==> src/rtl/psum_drain_ctrl_if.sv <==
// Bundle of the psum read port (memctrl0) and the downstream word stream.
// master: drain controller side; slave: memory controller + consumer side.
//   memctrl0_radd/rden  read request      memctrl0_odat/ovld  read return
//   o_dat/o_vld         output word       i_rdy               consumer ready
interface psum_drain_ctrl_if #(
    parameter int ADDR_WIDTH = 32,
    parameter int DATA_WIDTH = 32
) ();
    logic [ADDR_WIDTH-1:0] memctrl0_radd;
    logic                  memctrl0_rden;
    logic [DATA_WIDTH-1:0] memctrl0_odat;
    logic                  memctrl0_ovld;
    logic [DATA_WIDTH-1:0] o_dat;
    logic                  o_vld;
    logic                  i_rdy;

    modport master (
        output memctrl0_radd,
        output memctrl0_rden,
        input  memctrl0_odat,
        input  memctrl0_ovld,
        output o_dat,
        output o_vld,
        input  i_rdy
    );

    modport slave (
        input  memctrl0_radd,
        input  memctrl0_rden,
        output memctrl0_odat,
        output memctrl0_ovld,
        input  o_dat,
        input  o_vld,
        output i_rdy
    );
endinterface

==> src/rtl/psum_drain_ctrl.sv <==
// Drains accumulated partial sums from psum memory in address order,
// applies optional per-lane ReLU and streams words out via valid/ready.
// Ports: clk, rst (sync, active high), i_start pulse, i_conf_* config,
//   bus (memctrl0 read port + output stream), o_busy, o_done (level).
module psum_drain_ctrl #(
    parameter int BIT_WIDTH  = 8,
    parameter int REG_WIDTH  = 32,
    parameter int DATA_WIDTH = 32,
    parameter int ADDR_WIDTH = 32,
    parameter int MEM_DELAY  = 1,
    parameter int NUM_KERNEL = 4,
    parameter int FIFO_DEPTH = 4
) (
    input  logic                 clk,
    input  logic                 rst,
    input  logic                 i_start,
    input  logic [REG_WIDTH-1:0] i_conf_ctrl,
    input  logic [REG_WIDTH-1:0] i_conf_outputsize,
    input  logic [REG_WIDTH-1:0] i_conf_kernelshape,
    psum_drain_ctrl_if.master    bus,
    output logic                 o_busy,
    output logic                 o_done
);

    localparam int PW = $clog2(FIFO_DEPTH);
    localparam int CW = PW + 1;
    localparam logic [CW:0] DEPTH_C = (CW+1)'(FIFO_DEPTH);
    localparam bit CFG_OK = (FIFO_DEPTH >= MEM_DELAY + 2) &&
                            (DATA_WIDTH == NUM_KERNEL * BIT_WIDTH);

    localparam logic [1:0] S_IDLE  = 2'd0;
    localparam logic [1:0] S_READ  = 2'd1;
    localparam logic [1:0] S_DRAIN = 2'd2;
    localparam logic [1:0] S_DONE  = 2'd3;

    logic [1:0]            state;
    logic [15:0]           groups_q;
    logic [REG_WIDTH-1:0]  last_w_q;
    logic                  relu_q;
    logic [REG_WIDTH-1:0]  wcnt;
    logic [15:0]           gcnt;
    logic [ADDR_WIDTH-1:0] radd_q;
    logic [CW-1:0]         outst;
    logic [CW-1:0]         outst_nxt;
    logic [CW-1:0]         fcnt;
    logic [CW-1:0]         fcnt_nxt;
    logic [PW-1:0]         wptr;
    logic [PW-1:0]         rptr;
    logic [DATA_WIDTH-1:0] fifo_mem [FIFO_DEPTH];
    logic [DATA_WIDTH-1:0] push_dat;

    logic start_ok;
    logic credit;
    logic rden;
    logic last_addr;
    logic push;
    logic pop;
    logic full;
    logic unused_cfg;

    assign unused_cfg = ^{i_conf_ctrl[REG_WIDTH-1:6], i_conf_ctrl[4:0],
                          i_conf_kernelshape[17:0]};

    assign start_ok = i_start && (state == S_IDLE || state == S_DONE);

    // Credit counts both in-flight reads and buffered words, so every
    // returning word is guaranteed a free FIFO slot.
    assign credit = ({1'b0, outst} + {1'b0, fcnt}) < DEPTH_C;
    assign rden   = (state == S_READ) && credit;

    assign last_addr = (gcnt == groups_q - 16'd1) && (wcnt == last_w_q);

    // With nothing outstanding, a return must belong to a pass that was
    // cut short by reset; it is dropped.
    assign push = bus.memctrl0_ovld && (outst != '0);
    assign full = ({1'b0, fcnt} == DEPTH_C);
    assign pop  = (fcnt != '0) && bus.i_rdy;

    always_comb begin
        push_dat = bus.memctrl0_odat;
        if (relu_q) begin
            for (int k = 0; k < NUM_KERNEL; k++) begin
                if (bus.memctrl0_odat[BIT_WIDTH*(k+1)-1])
                    push_dat[BIT_WIDTH*k +: BIT_WIDTH] = '0;
            end
        end
    end

    always_comb begin
        outst_nxt = outst;
        if (rden && !push)
            outst_nxt = outst + CW'(1);
        else if (!rden && push)
            outst_nxt = outst - CW'(1);
    end

    always_comb begin
        fcnt_nxt = fcnt;
        if (push && !pop)
            fcnt_nxt = fcnt + CW'(1);
        else if (!push && pop)
            fcnt_nxt = fcnt - CW'(1);
    end

    always_ff @(posedge clk) begin
        if (push)
            fifo_mem[wptr] <= push_dat;
    end

    always_ff @(posedge clk) begin
        if (rst) begin
            state    <= S_IDLE;
            groups_q <= '0;
            last_w_q <= '0;
            relu_q   <= 1'b0;
            wcnt     <= '0;
            gcnt     <= '0;
            radd_q   <= '0;
            outst    <= '0;
            fcnt     <= '0;
            wptr     <= '0;
            rptr     <= '0;
        end else begin
            outst <= outst_nxt;
            fcnt  <= fcnt_nxt;
            if (push)
                wptr <= wptr + PW'(1);
            if (pop)
                rptr <= rptr + PW'(1);

            unique case (state)
                S_IDLE, S_DONE: begin
                    if (start_ok) begin
                        groups_q <= {2'b00, i_conf_kernelshape[31:18]};
                        last_w_q <= i_conf_outputsize;
                        relu_q   <= i_conf_ctrl[5];
                        wcnt     <= '0;
                        gcnt     <= '0;
                        radd_q   <= '0;
                        if (i_conf_kernelshape[31:18] == '0)
                            state <= S_DONE;
                        else
                            state <= S_READ;
                    end
                end
                S_READ: begin
                    if (rden) begin
                        radd_q <= radd_q + ADDR_WIDTH'(1);
                        if (last_addr) begin
                            state <= S_DRAIN;
                        end else if (wcnt == last_w_q) begin
                            wcnt <= '0;
                            gcnt <= gcnt + 16'd1;
                        end else begin
                            wcnt <= wcnt + REG_WIDTH'(1);
                        end
                    end
                end
                S_DRAIN: begin
                    // Look at next-cycle counts so o_done rises right
                    // after the final handshake.
                    if (outst_nxt == '0 && fcnt_nxt == '0)
                        state <= S_DONE;
                end
                default: state <= S_IDLE;
            endcase
        end
    end

    assign bus.memctrl0_radd = radd_q;
    assign bus.memctrl0_rden = rden;
    assign bus.o_vld         = (fcnt != '0);
    assign bus.o_dat         = (fcnt != '0) ? fifo_mem[rptr] : '0;
    assign o_busy            = (state == S_READ) || (state == S_DRAIN);
    assign o_done            = (state == S_DONE);

    a_cfg: assert property (@(posedge clk) CFG_OK);
    a_no_overflow: assert property (@(posedge clk) disable iff (rst)
        !(push && full));

endmodule

==> src/flat_wrapper.sv <==
// flat-port wrapper written by rule: the top's interface ports become plain ports
module psum_drain_ctrl_flat 
#(
    parameter int BIT_WIDTH  = 8,
    parameter int REG_WIDTH  = 32,
    parameter int DATA_WIDTH = 32,
    parameter int ADDR_WIDTH = 32,
    parameter int MEM_DELAY  = 1,
    parameter int NUM_KERNEL = 4,
    parameter int FIFO_DEPTH = 4
)
  (clk, rst, i_start, i_conf_ctrl, i_conf_outputsize, i_conf_kernelshape, o_busy, o_done, bus_memctrl0_radd, bus_memctrl0_rden, bus_memctrl0_odat, bus_memctrl0_ovld, bus_o_dat, bus_o_vld, bus_i_rdy);
  psum_drain_ctrl_if #(.ADDR_WIDTH(ADDR_WIDTH), .DATA_WIDTH(DATA_WIDTH)) bus_i ();
  input  logic clk;
  input  logic rst;
  input  logic i_start;
  input  logic [REG_WIDTH-1:0] i_conf_ctrl;
  input  logic [REG_WIDTH-1:0] i_conf_outputsize;
  input  logic [REG_WIDTH-1:0] i_conf_kernelshape;
  output logic o_busy;
  output logic o_done;
  output wire logic [$bits(bus_i.memctrl0_radd)-1:0] bus_memctrl0_radd;
  output wire logic [$bits(bus_i.memctrl0_rden)-1:0] bus_memctrl0_rden;
  input wire logic [$bits(bus_i.memctrl0_odat)-1:0] bus_memctrl0_odat;
  input wire logic [$bits(bus_i.memctrl0_ovld)-1:0] bus_memctrl0_ovld;
  output wire logic [$bits(bus_i.o_dat)-1:0] bus_o_dat;
  output wire logic [$bits(bus_i.o_vld)-1:0] bus_o_vld;
  input wire logic [$bits(bus_i.i_rdy)-1:0] bus_i_rdy;
  assign bus_memctrl0_radd = bus_i.memctrl0_radd;
  assign bus_memctrl0_rden = bus_i.memctrl0_rden;
  assign bus_i.memctrl0_odat = bus_memctrl0_odat;
  assign bus_i.memctrl0_ovld = bus_memctrl0_ovld;
  assign bus_o_dat = bus_i.o_dat;
  assign bus_o_vld = bus_i.o_vld;
  assign bus_i.i_rdy = bus_i_rdy;
  psum_drain_ctrl #(.BIT_WIDTH(BIT_WIDTH), .REG_WIDTH(REG_WIDTH), .DATA_WIDTH(DATA_WIDTH), .ADDR_WIDTH(ADDR_WIDTH), .MEM_DELAY(MEM_DELAY), .NUM_KERNEL(NUM_KERNEL), .FIFO_DEPTH(FIFO_DEPTH)) u_core (.clk(clk), .rst(rst), .i_start(i_start), .i_conf_ctrl(i_conf_ctrl), .i_conf_outputsize(i_conf_outputsize), .i_conf_kernelshape(i_conf_kernelshape), .bus(bus_i), .o_busy(o_busy), .o_done(o_done));
endmodule
==> config.mk <==
export PLATFORM = sky130hd
export DESIGN_NAME = psum_drain_ctrl_flat
export DESIGN_NICKNAME = d
export VERILOG_FILES = /design/src/rtl/psum_drain_ctrl_if.sv /design/src/rtl/psum_drain_ctrl.sv /design/src/flat_wrapper.sv
export SDC_FILE = /design/constraint.sdc
export NUM_CORES = 1
export LEC_CHECK = 0
export ABC_AREA = 0
export CAP_MARGIN = 40
export CORE_MARGIN = 4
export CORE_UTILIZATION = 46
export CTS_CLUSTER_DIAMETER = 50
export DETAILED_ROUTE_END_ITERATION = 8
export PLACE_DENSITY = 0.78
export SLEW_MARGIN = 20
export SYNTH_ARGS = -nofsm -noshare
export SYNTH_HDL_FRONTEND = slang
export SYNTH_SLANG_ARGS = --single-unit
==> constraint.sdc <==
create_clock -name clk -period 3.9 [get_ports clk]
set_clock_uncertainty 0.1 [all_clocks]
set_input_delay 0.39 -clock clk [delete_from_list [all_inputs] [get_ports clk]]
set_output_delay 0.39 -clock clk [all_outputs]
set_load 0.05 [all_outputs]
After elaboration in Yosys (flattened, before gate mapping) --
Memory sizes are Yosys's and may differ from the RTL's. A register that Yosys moved wholly into a read port is not among the register bits. Index checks and enable logic that the tools add are counted.
Word-level totals: flip-flop bits (word level) 139, memory bits (writable) 128, input port bits 133, output and inout bits 68, logic and storage cells 95, memories 1
Operators by class: add/sub/neg operators 11, order comparisons 1, equal/unequal tests 11, mux-type cells 32, reduce and logical (&&, ||, !) cells 28
Memory list:
- u_core.fifo_mem | words 4, bits a word 32, read ports 1, clocked after Yosys merged registers in 1, wr ports 1, line psum_drain_ctrl.sv:49 | logic [DATA_WIDTH-1:0] fifo_mem [FIFO_DEPTH];
Operators by type and width (count):
- $mux W32 | 7
- $pmux W32 S2 | 2
- $add A32 B1 Y32 const B | 2
- $mux W16 | 4
- $eq A32 B32 Y1 | 1
- $pmux W16 S2 | 1
- $mux W7 | 4
- $add A16 B1 Y16 const B | 1
- $eq A16 B16 Y1 | 1
- $sub A14 B1 Y15 const B | 1
- $logic_not A14 Y1 | 1
- $mux W2 | 7
- $mux W3 | 4
- $logic_and A1 B1 Y1 | 10
- $ne A2 B1 Y1 const B | 5
- $reduce_and A4 Y1 | 2
- $add A3 B1 Y3 const B | 2
- $logic_not A3 Y1 | 2
- $pmux W2 S3 | 1
- $reduce_bool A3 Y1 | 2
- $sub A3 B1 Y3 const B | 2
- $reduce_and A5 Y1 | 1
- $add A2 B1 Y2 const B | 2
- $add A3 B3 Y4 | 1
- other kinds (12) | 17

Logic depth before layout (Yosys ltp) --
Gate-level depths: netlist of the first run.
depth in word-level cells 11, mapped depth 12, depth with buffers taken out 10

Least setup slack after synthesis of the first run --
OpenSTA, ideal clock, no wires.
kind reg2reg, start point reg u_core.outst[2], end point reg u_core.state[0], library setup time 121 ps, arrival time 3684 ps, data required time 3679 ps, setup slack -5 ps, cell stages (with the launch flop) 10, path buffers 0, period minus slack after synthesis 3905 ps, cell sequence dfxtp_1 ha_1 or3_1 nor3_1 nor3b_1 a31o_2 xor2_1 o41a_1 a211o_1 mux2_4
On the way: word-level cells in the longest chain between the ends 11, elaborated cells between the ends (all ways) 23, classes of those cells add/sub: 3; order compare: 1; eq/ne: 2; mux: 4; reduce/logical: 13
RTL lines:
- start: declaration | line psum_drain_ctrl.sv:43 | logic [CW-1:0] outst;
- start signal: assignment | line psum_drain_ctrl.sv:124 | outst <= outst_nxt;
- $add A3 B3 Y4 (*) | line psum_drain_ctrl.sv:68 | assign credit = ({1'b0, outst} + {1'b0, fcnt}) < DEPTH_C;
- $lt A4 B3 Y1 (*) | line psum_drain_ctrl.sv:68
- $logic_and A1 B1 Y1 (*) | line psum_drain_ctrl.sv:69 | assign rden = (state == S_READ) && credit;
- named net bus_memctrl0_rden | line flat_wrapper.sv:23 | output wire logic [$bits(bus_i.memctrl0_rden)-1:0] bus_memctrl0_rden;
- $logic_not A1 Y1 | line psum_drain_ctrl.sv:93 | else if (!rden && push)
- $logic_and A1 B1 Y1 | line psum_drain_ctrl.sv:93
- $mux W3 | line psum_drain_ctrl.sv:93
- $mux W3 | line psum_drain_ctrl.sv:91 | if (rden && !push)
- $logic_not A3 Y1 | line psum_drain_ctrl.sv:162 | if (outst_nxt == '0 && fcnt_nxt == '0)
- $logic_and A1 B1 Y1 | line psum_drain_ctrl.sv:162
- $ne A2 B1 Y1 (no source line)
- $reduce_and A4 Y1 (no source line) (*)
- end signal: assignment | line psum_drain_ctrl.sv:150 | state <= S_DRAIN;
- end signal: assignment | line psum_drain_ctrl.sv:163 | state <= S_DONE;
- end signal: assignment | line psum_drain_ctrl.sv:165 | default: state <= S_IDLE;
- end: declaration | line psum_drain_ctrl.sv:36 | logic [1:0] state;
The timed path passes the listed nets; every way through them passes the cells marked *. A chain may end at the register's enable or synchronous reset.

Worst setup path in the final report of the first run --
start point reg u_core.fcnt[0], end point out bus_o_dat[1]
On the way: word-level cells in the longest chain between the ends 2
RTL lines:
- start: declaration | line psum_drain_ctrl.sv:45 | logic [CW-1:0] fcnt;
- start signal: assignment | line psum_drain_ctrl.sv:125 | fcnt <= fcnt_nxt;
- $reduce_bool A3 Y1 | line psum_drain_ctrl.sv:173 | assign bus.o_dat = (fcnt != '0) ? fifo_mem[rptr] : '0;
- $mux W32 | line psum_drain_ctrl.sv:173
- end: declaration | line flat_wrapper.sv:26 | output wire logic [$bits(bus_i.o_dat)-1:0] bus_o_dat;
Every way passes these cells.

==> results of run 1 <==
## metrics by stage
step,setup WS [ns],cells,hold slack [ns],instance area [um2]
after global placement,0.734,1588,0.360,14100
after CTS,0.512,1648,0.271,15200
final,0.563,1649,0.290,15300
after floorplan,0.507,1134,0.348,12200
after detailed placement,0.671,1588,0.362,14100
after global routing,0.368,1649,0.323,15300
## layout make-up
type | instances | area, um2 | share of cell area [%]
well taps | 335 | 419 | 2.75
flip-flops and latches | 269 | 6670 | 43.7
repair buffers | 169 | 1680 | 11.0
multi-input cells | 791 | 5260 | 34.4
inverters | 25 | 93.8 | 0.615
clock inverters | 18 | 228 | 1.49
clock buffers | 42 | 922 | 6.04
## layer usage
layer	up-vias	GRT usage [%]
met5	-	0
met4	2	4.51
met3	28	3.42
met2	241	31.8
met1	4326	24.5
li1	4331	-
## flip-flops by register name (all words and copies together) (netlist names), 3 cells and up, named ones only
name / count
u_core.fcnt: 3
u_core.fifo_mem: 128
u_core.last_w_q: 32
u_core.groups_q: 14
u_core.outst: 3
u_core.bus.memctrl0_radd: 32
u_core.wcnt: 32
u_core.gcnt: 16
## critical path: stages, from the launching register on
cell and delay (ns):
dfxtp_1 0.39, inv_1 0.11, ha_1 0.22, nand2b_1 0.40
buf_12 0.23, and2_1 0.17, clkdlybuf4s50_1 0.82
## worst max-delay path by stage
stage                         start                           end  slack [ns]  cells after the start
floorplan           u_core.outst[2]               u_core.state[0]        0.51                      9
finish               u_core.fcnt[0]                  bus_o_dat[1]        0.56                      6
global placement    u_core.state[0]  u_core.bus.memctrl0_radd[30]        0.73                     10
global route        u_core.state[0]  u_core.bus.memctrl0_radd[28]        0.37                     10
CTS                  u_core.fcnt[0]                  bus_o_dat[1]        0.51                      6
detailed placement  u_core.state[0]  u_core.bus.memctrl0_radd[26]        0.67                     10
## cell usage in the layout, fill, tap and decap left out, types with 3 or more instances in the layout
cell and count:
a21oi_1 68, xnor2_1 30, and2_1 74, nand2_1 153, bufinv_16 4, a21o_1 3, nor4_1 18, and3_1 20
o31ai_1 3, o21a_1 3, a311oi_1 3, clkbuf_1 5, clkinv_1 3, mux4_2 32, buf_12 3, nor3_1 13
nor2b_1 10, o21ai_0 9, and4_1 9, mux2i_1 5, clkbuf_16 35, nor2_1 100, or2_2 6, dfxtp_1 140
xor2_1 82, edfxtp_1 128, nand4_1 23, or3_1 10, nand3_1 45, o311ai_0 4, inv_6 8, inv_1 25
nand3b_1 3, clkdlybuf4s50_1 150, buf_4 15, ha_1 20, or4_1 7
## power by group through the flow
stage	Clock [uW]	Combinational, uW	Sequential (uW)
6_report	3160	3790	3500
5_1_grt	3360	4090	3540
4_1_cts	3230	3800	3510
3_5_place_dp	0	3770	3560
3_3_place_gp	0	3710	3540
2_1_floorplan	0	2710	3500
## cell families after synthesis
logic type               count (synthesis)
AND/OR/NAND/NOR                        506
XOR/XNOR                               112
buffers and inverters                   74
adder cells (fa/ha/maj)                 20
AO/OA/AOI/OAI                          113
multiplexers                            40
flip-flops                             269
==> metrics.md, run 1 <==
| Metric | Value |
|---|---|
| Sw Pwr | around 3700 uW |
| Layout cells sized above 1 | under 10% |
| Worst hold start | rst |
| Post-synth EDFFs | approximately 130 |
| CTS resizes | 0 |
| P per Cell Area | about 700 nW/um2 |
| Setup Fix Bufs, Post-CTS | 0 |
| Wire length on met3 | around 1.6 mm |
| Worst-Skew Late Latency | roughly 0.49 ns |
| Fin Setup TNS | 0 ns |
| Drt drc | 0 |
| Total grt overflow | 0 |
| Critical path class | reg2out |
| Initial antenna violation count | 1 |
| Actual slew at the worst max-slew pin | approximately 0.76 ns |
| Max-Slew Margin vs Limit | 49.3% |
| RSZ-0062 raised after global routing | no |
| Largest family of logic cells by synthesized area | simple AND/OR/NAND/NOR gates |
| Leading cell types by total area after synthesis | edfxtp_1, dfxtp_1, mux4_2, xor2_1, nand2_1 |
| Register share of total power | 33.5% |
| DR vias/cell | between 5 and 6 |
| Uppermost layer routed | met5 |
| N_diodes | 0 |
| Met2 WL post-DR | between 10 and 15 mm |
| Post-DP HPWL | ~19 mm |
| Shortest period the worst path allows | 3.34 ns |
| Die extent in x | 171 um |
| Worst Reg-to-Reg Cells | 10 |
| Clk pwr share | between 30% and 40% |
| Slew Limit Fails | 0 |
| Final worst-path cycle share | a little under nine tenths |
| Fill cells | roughly 2100 |
| CTS Buf Count | 34 |
| Top cell type by total area after synthesis | edfxtp_1 |
| Post-synthesis sequential area ratio | a little over half |
| Initial Util | between 40 and 50% |
| Reg2reg start | u_core.state[0] |
| Gpl congestion | 0.846 |
| F_max | roughly 300 MHz |
| MaxCap Viol Count | 0 |
| CP Launch Type | flop |
| Max Root-Sink Buffers | 3 |
| Worst hold stages | 2 |
| Final core area utilization | between 50 and 60% |
| Worst Path Arrival | between 2 and 3 ns |
| CTS Hold Bufs | 0 |
| Syn nets | between 1000 and 1500 |
| Post-synth ARST share | 0% |
| Drt total wl | around 28 mm |
| Root buf cell | clkbuf_16 |
| H-tree Lvls | 2 |
| Proportion of synthesized area in mux cells | 6.62% |
| First-pass GRT wire length | about 44 mm |
| Routed WL per cell | around 17 um |
| Area of the die | ~30000 um2 |
| Hold Crit Class | in2reg |
| Top FF cell, synth | dfxtp_1 |
| Setup violators final | 0 |
| Sw Ratio | between 30% and 40% |
| IO Count | between 200 and 250 |
| Yosys warnings | 0 |
| Xor/xnor cell area share of the yosys netlist | 8.03% |
| Number of unique standard cell types used by synthesis | between 60 and 70 |
| Initial DRC Count | 675 |
| Vias in the first global route | about 8600 |
| Mapped Avg Cell Area | about 11 um2 |
| Site Rows | just under 60 |
| Total power | ~10000 uW |
| Worst setup EP type | output port |
| Synth-to-layout area growth | 25.0% |
| Core Area | 26100 um2 |
| Synth cell count leaders | nand2_1, dfxtp_1, edfxtp_1 |
| Pint | between 6000 and 7000 uW |
| Die extent in y | ~170 um |
| Post-synthesis register bit count | ~270 |
| Synth Area in Adders | ~2.0% |
| Pin count of the biggest net entering global routing | 48 |
| Port bufs | about 150 |
| Leakage power | ~0.0055 uW |
| CP required | about 3.4 ns |
| Count leader, synth | nand2_1 |
| Status | completed |
| Sink of the worst hold path | u_core.bus.memctrl0_radd[0] |
| Vias | approximately 8900 |
| Sink Count | 269 |
| Critical path fanouts, max | 23 |
| GRT Overall Usage | 18.5% |
| M1 WL | around 12 mm |
| Post-Syn Instances | about 1100 |
| Flop2flop setup slack | 0.71 ns |
| Worst-path clk slew | about 0.06 ns |
| Peak supply drop | 0.541 mV |
| DR pass1 iterations | 7 |
| Final ANT Viol Nets | 0 |
| Post-synthesis compound-gate area fraction | approximately 5.6% |
| Top cell type's share of synthesized area | a little under a third |
| CTS tree | built |
| Final Hold Viols | 0 |
| Final #Nets | about 1400 |
| Reg-to-reg endpoint | u_core.bus.memctrl0_radd[31] |
| Simple-gate share of the synthesized area | 20.7% |
| Cell Area, Synth | around 12000 um2 |
| Combinational power share | about 36% |
No activity file was read; power rests on OpenSTA's default activity.
==> run 2: changes to the inputs <==
==> constraint.sdc (replaced) <==
create_clock -name clk -period 3.9 [get_ports clk]
set_clock_uncertainty 0.1 [all_clocks]
set_input_delay 0.975 -clock clk [delete_from_list [all_inputs] [get_ports clk]]
set_output_delay 0.975 -clock clk [all_outputs]
set_load 0.05 [all_outputs]
==> metrics.md, run 2 (synthesized netlist as in run 1, its figures left out) <==
| Metric | Value |
|---|---|
| Drt drc | 0 (unchanged) |
| CTS Buf Count | 31 (was 34) |
| Total grt overflow | 0 (unchanged) |
| Area after DPL | 14100 um2 (about the same) |
| Max Root-Sink Buffers | 3 (unchanged) |
| RSZ-0062 raised after global routing | no (unchanged) |
| Max FFs per register | 128 (unchanged) |
| CP required | 2.82 ns (was 3.41 ns) |
| Die extent in y | 171 um (unchanged) |
| H-tree Lvls | 1 (was 2) |
| Pin count of the biggest net entering global routing | 48 (unchanged) |
| Post-DP HPWL | 18.8 mm (was 18.5 mm) |
| Final ANT Viol Nets | 0 (unchanged) |
| Routed WL per cell | 17.0 um (was 16.7 um) |
| F_max | 271 MHz (was 300 MHz) |
| Shortest period the worst path allows | 3.69 ns (was 3.34 ns) |
| Actual slew at the worst max-slew pin | 0.714 ns (was 0.759 ns) |
| Slowest cell on crit path | clkdlybuf4s50_1 (unchanged) |
| MaxCap Viol Count | 0 (unchanged) |
| Max-Slew Margin vs Limit | 52.0% (was 49.3%) |
| Critical path class | reg2out (unchanged) |
| Status | completed (unchanged) |
| Slew Limit Fails | 0 (unchanged) |
| First-pass GRT wire length | 45.1 mm (was 44.0 mm) |
| CTS Hold Bufs | 0 (unchanged) |
| Worst-path clk slew | 0.06 ns (about the same) |
| Worst-Skew Late Latency | 0.55 ns (was 0.49 ns) |
| Commonest non-fill, non-tap cell in the layout | nand2_1 (unchanged) |
| Worst path bufs/invs | 3 (unchanged) |
| Commonest non-fill, non-tap cells in the layout | nand2_1, clkdlybuf4s50_1, dfxtp_1, edfxtp_1, nor2_1 (unchanged) |
| Final core area utilization | 58.3% (was 58.6%) |
| Port bufs | 151 (unchanged) |
| IO Count | 201 (unchanged) |
| Worst setup EP type | output port (unchanged) |
| Peak supply drop | 0.571 mV (was 0.541 mV) |
| Synth-to-layout area growth | 24.4% (was 25.0%) |
| N_diodes | 0 (unchanged) |
| CP Launch Type | flop (unchanged) |
| Max incr delay on CP | 0.81 ns (was 0.82 ns) |
| Fin Setup TNS | 0 ns (unchanged) |
| CTS tree | built (unchanged) |
| Sink Count | 269 (unchanged) |
| Die extent in x | 171 um (unchanged) |
| Area of the die | 29200 um2 (unchanged) |
| Vias | 8912 (was 8928) |
| Delay-heaviest family, CP | buffers and inverters (unchanged) |
| Hold Crit Class | reg2reg (was in2reg) |
| Vias in the first global route | 8839 (was 8594) |
| Worst-path cell chain | inv_1 > ha_1 > nand2b_1 > buf_4 > and2_1 > clkdlybuf4s50_1 (was inv_1 > ha_1 > nand2b_1 > buf_12 > and2_1 > clkdlybuf4s50_1) |
| GRT Overall Usage | 18.9% (was 18.5%) |
| DR vias/cell | 5.40 (was 5.41) |
| Leakage power | 0.00551 uW (about the same) |
| Gpl congestion | 0.842 (was 0.846) |
| WHS | 0.367 ns (was 0.290 ns) |
| P per Cell Area | 670 nW/um2 (was 685 nW/um2) |
| Core Area | 26100 um2 (unchanged) |
| Layout cells sized above 1 | 9.80% (was 9.36%) |
| Final Worst Setup Slack | 0.207 ns (was 0.563 ns) |
| Largest reg by FF count | u_core.fifo_mem (unchanged) |
| Final #Nets | 1445 (was 1443) |
| Site Rows | 59 (unchanged) |
| Root buf cell | clkbuf_16 (unchanged) |
| Initial Util | 46.9% (unchanged) |
| Initial DRC Count | 728 (was 675) |
| Final worst-path cycle share | 94.7% (was 85.6%) |
| Setup violators final | 0 (unchanged) |
| DR pass1 iterations | 5 (was 7) |
| Initial antenna violation count | 0 (was 1) |
| Final instance area | 15200 um2 (was 15300 um2) |
| Final Hold Viols | 0 (unchanged) |
| Critical path fanouts, max | 20 (was 23) |
| Worst Path Arrival | 2.62 ns (was 2.85 ns) |
| Pre-CTS setup slack | 0.233 ns (was 0.671 ns) |
| Drt total wl | 28.1 mm (was 27.6 mm) |
[run 2: layout make-up]
class | count | area, um2
fill | 2151 | 10900
sequential | 269 | 6670
multi-input combinational | 791 | 5260
timing repair buffer | 174 | 1720
clock buffer | 41 | 847
tap | 335 | 419
clock inverter | 16 | 180
inverter | 25 | 93.8
[run 2: metrics by stage]
stage | std cells | power, uW
6_report | 1651 | 10200
5_1_grt | 1651 | 10700
4_1_cts | 1649 | 10300
3_5_place_dp | 1592 | 7370
3_3_place_gp | 1592 | 7290
2_1_floorplan | 1134 | 6210
[run 2: final timing paths]
path / start / endpoint / slack [ns] / cells after the start
max: u_core.fcnt[0] / bus_o_dat[2] / 0.21 / 6
min: u_core.last_w_q[2] / u_core.last_w_q[2] / 0.37 / 2
max reg2reg: u_core.groups_q[0] / u_core.gcnt[0] / 0.68 / 9
min reg2reg: u_core.last_w_q[2] / u_core.last_w_q[2] / 0.37 / 2
[run 2: metal layers]
layer  part of all wire [%]  GRT usage, %  vias to the layer above
met1                     43          24.8                     4301
met2                     50          33.7                      244
met3                    5.8          2.54                       34
li1                       -             -                     4333
met5                      0             0                        -
met4                    1.5          3.72                        0
[run 2: what timing repair did]
item                       CTS  global route
setup endpoints to repair    0             1
hold endpoints to repair     0             0
gates resized for setup      0             1
setup buffers                0             0
[run 2: worst register-to-register path: stages (launching register included)]
cell	delay, ns
dfxtp_1	0.36
or4_1	0.70
or4_4	0.47
o32a_1	0.36
nand2_1	0.08
and4_4	0.27
a21oi_1	0.10
buf_4	0.17
nor2_1	0.33
mux2_2	0.23
[run 2: power breakdown]
group / leakage (uW) / internal (uW) / switching [uW] / total (uW)
Combinational: 0.00270 / 1450 / 2360 / 3810
Sequential: 0.00231 / 3300 / 208 / 3510
Clock: 0.000504 / 1730 / 1130 / 2860
Total: 0.00551 / 6490 / 3690 / 10200
==> run 3: changes to the inputs <==
Settings changed: CORE_UTILIZATION 46 to 45, PLACE_DENSITY 0.78 to 0.77.
==> metrics.md, run 3 (synthesized netlist as in run 1, its figures left out) <==
| Metric | Value |
|---|---|
| Status | completed (unchanged) |
| Root buf cell | clkbuf_16 (unchanged) |
| Fin Setup TNS | 0 ns (unchanged) |
| Final Hold Viols | 0 (unchanged) |
| Initial DRC Count | 563 (was 728) |
| Final #Nets | 1447 (was 1445) |
| Final instance area | 15200 um2 (about the same) |
| Worst-path cell chain | ha_1 > or3_1 > nor3_2 > clkdlybuf4s50_1 (was inv_1 > ha_1 > nand2b_1 > buf_4 > and2_1 > clkdlybuf4s50_1) |
| Total grt overflow | 0 (unchanged) |
| CTS Buf Count | 35 (was 31) |
| Die extent in y | 173 um (was 171 um) |
| N_diodes | 0 (unchanged) |
| CP Launch Type | flop (unchanged) |
| Post-DP HPWL | 18.6 mm (was 18.8 mm) |
| Initial antenna violation count | 2 (was 0) |
| Slew Limit Fails | 0 (unchanged) |
| Final worst-path cycle share | 96.8% (was 94.7%) |
| RSZ-0062 raised after global routing | no (unchanged) |
| Max Root-Sink Buffers | 3 (unchanged) |
| Gpl congestion | 0.870 (was 0.842) |
| Worst-path clk slew | 0.06 ns (about the same) |
| Setup Fix Bufs, Post-CTS | 0 (unchanged) |
| Max incr delay on CP | 0.90 ns (was 0.81 ns) |
| Drt drc | 0 (unchanged) |
| Worst Path Arrival | 2.70 ns (was 2.62 ns) |
| WHS | 0.367 ns (about the same) |
| MaxCap Viol Count | 0 (unchanged) |
| DR vias/cell | 5.37 (was 5.40) |
| Most used routing layer | met2 (unchanged) |
| Largest reg by FF count | u_core.fifo_mem (unchanged) |
| Slowest cell on crit path | clkdlybuf4s50_1 (unchanged) |
| GRT Overall Usage | 18.0% (was 18.9%) |
| Leakage power | 0.00553 uW (was 0.00551 uW) |
| Max-Slew Margin vs Limit | 53.0% (was 52.0%) |
| Routed WL per cell | 16.4 um (was 17.0 um) |
| Sink Count | 269 (unchanged) |
| IO Count | 201 (unchanged) |
| Worst-Skew Late Latency | 0.50 ns (was 0.55 ns) |
| Total power | 10300 uW (was 10200 uW) |
| Grt met1 use | 23.1% (was 24.8%) |
| DR pass1 iterations | 5 (unchanged) |
| Synth-to-layout area growth | 24.7% (was 24.4%) |
| Critical path class | reg2out (unchanged) |
| Critical path fanouts, max | 4 (was 20) |
| Die extent in x | 173 um (was 171 um) |
| Final ANT Viol Nets | 0 (unchanged) |
| Core Area | 26800 um2 (was 26100 um2) |
| Hold Crit Class | reg2reg (unchanged) |
| Area after DPL | 14100 um2 (unchanged) |
| Layout cells sized above 1 | 10.3% (was 9.80%) |
| Final Worst Setup Slack | 0.126 ns (was 0.207 ns) |
| H-tree Lvls | 2 (was 1) |
| CTS Hold Bufs | 0 (unchanged) |
| Met2 Track Usage GR | 31.3% (was 33.7%) |
| Worst setup EP type | output port (unchanged) |
| Port bufs | 151 (unchanged) |
| Vias in the first global route | 8715 (was 8839) |
| Pin count of the biggest net entering global routing | 49 (was 48) |
| Setup violators final | 0 (unchanged) |
| Commonest non-fill, non-tap cells in the layout | nand2_1, clkdlybuf4s50_1, dfxtp_1, edfxtp_1, nor2_1 (unchanged) |
| Met3 global-route usage | 3.87% (was 2.54%) |
| CTS resizes | 0 (unchanged) |
| Shortest period the worst path allows | 3.77 ns (was 3.69 ns) |
| Max FFs per register | 128 (unchanged) |
| Drt total wl | 27.3 mm (was 28.1 mm) |
| Pre-CTS setup slack | 0.240 ns (was 0.233 ns) |
| Area of the die | 29800 um2 (was 29200 um2) |
| Actual slew at the worst max-slew pin | 0.705 ns (was 0.714 ns) |
| Peak supply drop | 0.292 mV (was 0.571 mV) |
| CTS tree | built (unchanged) |
| P per Cell Area | 677 nW/um2 (was 670 nW/um2) |
| Site Rows | 60 (was 59) |
| CP required | 2.82 ns (about the same) |
| Vias | 8916 (was 8912) |
| Initial Util | 45.6% (was 46.9%) |
| Commonest non-fill, non-tap cell in the layout | nand2_1 (unchanged) |
| First-pass GRT wire length | 44.9 mm (was 45.1 mm) |
| F_max | 265 MHz (was 271 MHz) |
-- run 3: per-stage QoR --
stage	instances	utilization, %
final	1660	56.9
after global routing	1660	56.9
after CTS	1660	56.9
after floorplan	1134	-
after detailed placement	1598	52.7
after global placement	1598	52.7
-- run 3: area by class of cell --
| class | instances | area, um2 |
|---|---|---|
| fill | 2238 | 11600 |
| tap | 341 | 427 |
| clock buffer | 40 | 895 |
| timing repair buffer | 172 | 1670 |
| multi-input combinational | 791 | 5260 |
| inverter | 25 | 93.8 |
| sequential | 269 | 6670 |
| clock inverter | 22 | 221 |
-- run 3: metal layers --
metal,vias to the layer above,part of all wire (%)
met4,4,1.9
met1,4309,43
li1,4331,-
met2,234,50
met3,38,5.3
met5,-,0.092
-- run 3: report_power, final --
part / leakage, uW / switching [uW] / internal (uW)
Clock: 0.000548 / 1230 / 1830
Combinational: 0.00267 / 2340 / 1420
Sequential: 0.00231 / 203 / 3300
Total: 0.00553 / 3770 / 6550
-- run 3: worst max-delay path, delay by kind of cell (launching register included) --
kind | cells | cell delay (ns)
buffers and inverters | 1 | 0.90
flip-flops | 1 | 0.40
adder cells (fa/ha/maj) | 1 | 0.25
AND/OR/NAND/NOR | 2 | 0.66
-- run 3: final timing paths --
check	cells past startpoint	slack (ns)	to	from
worst max-delay path	4	0.13	bus_memctrl0_rden	u_core.outst[2]
worst max register to register	9	0.73	u_core.wcnt[22]	u_core.groups_q[0]
worst min register to register	2	0.37	u_core.last_w_q[10]	u_core.last_w_q[10]
worst min-delay path	2	0.37	u_core.last_w_q[10]	u_core.last_w_q[10]
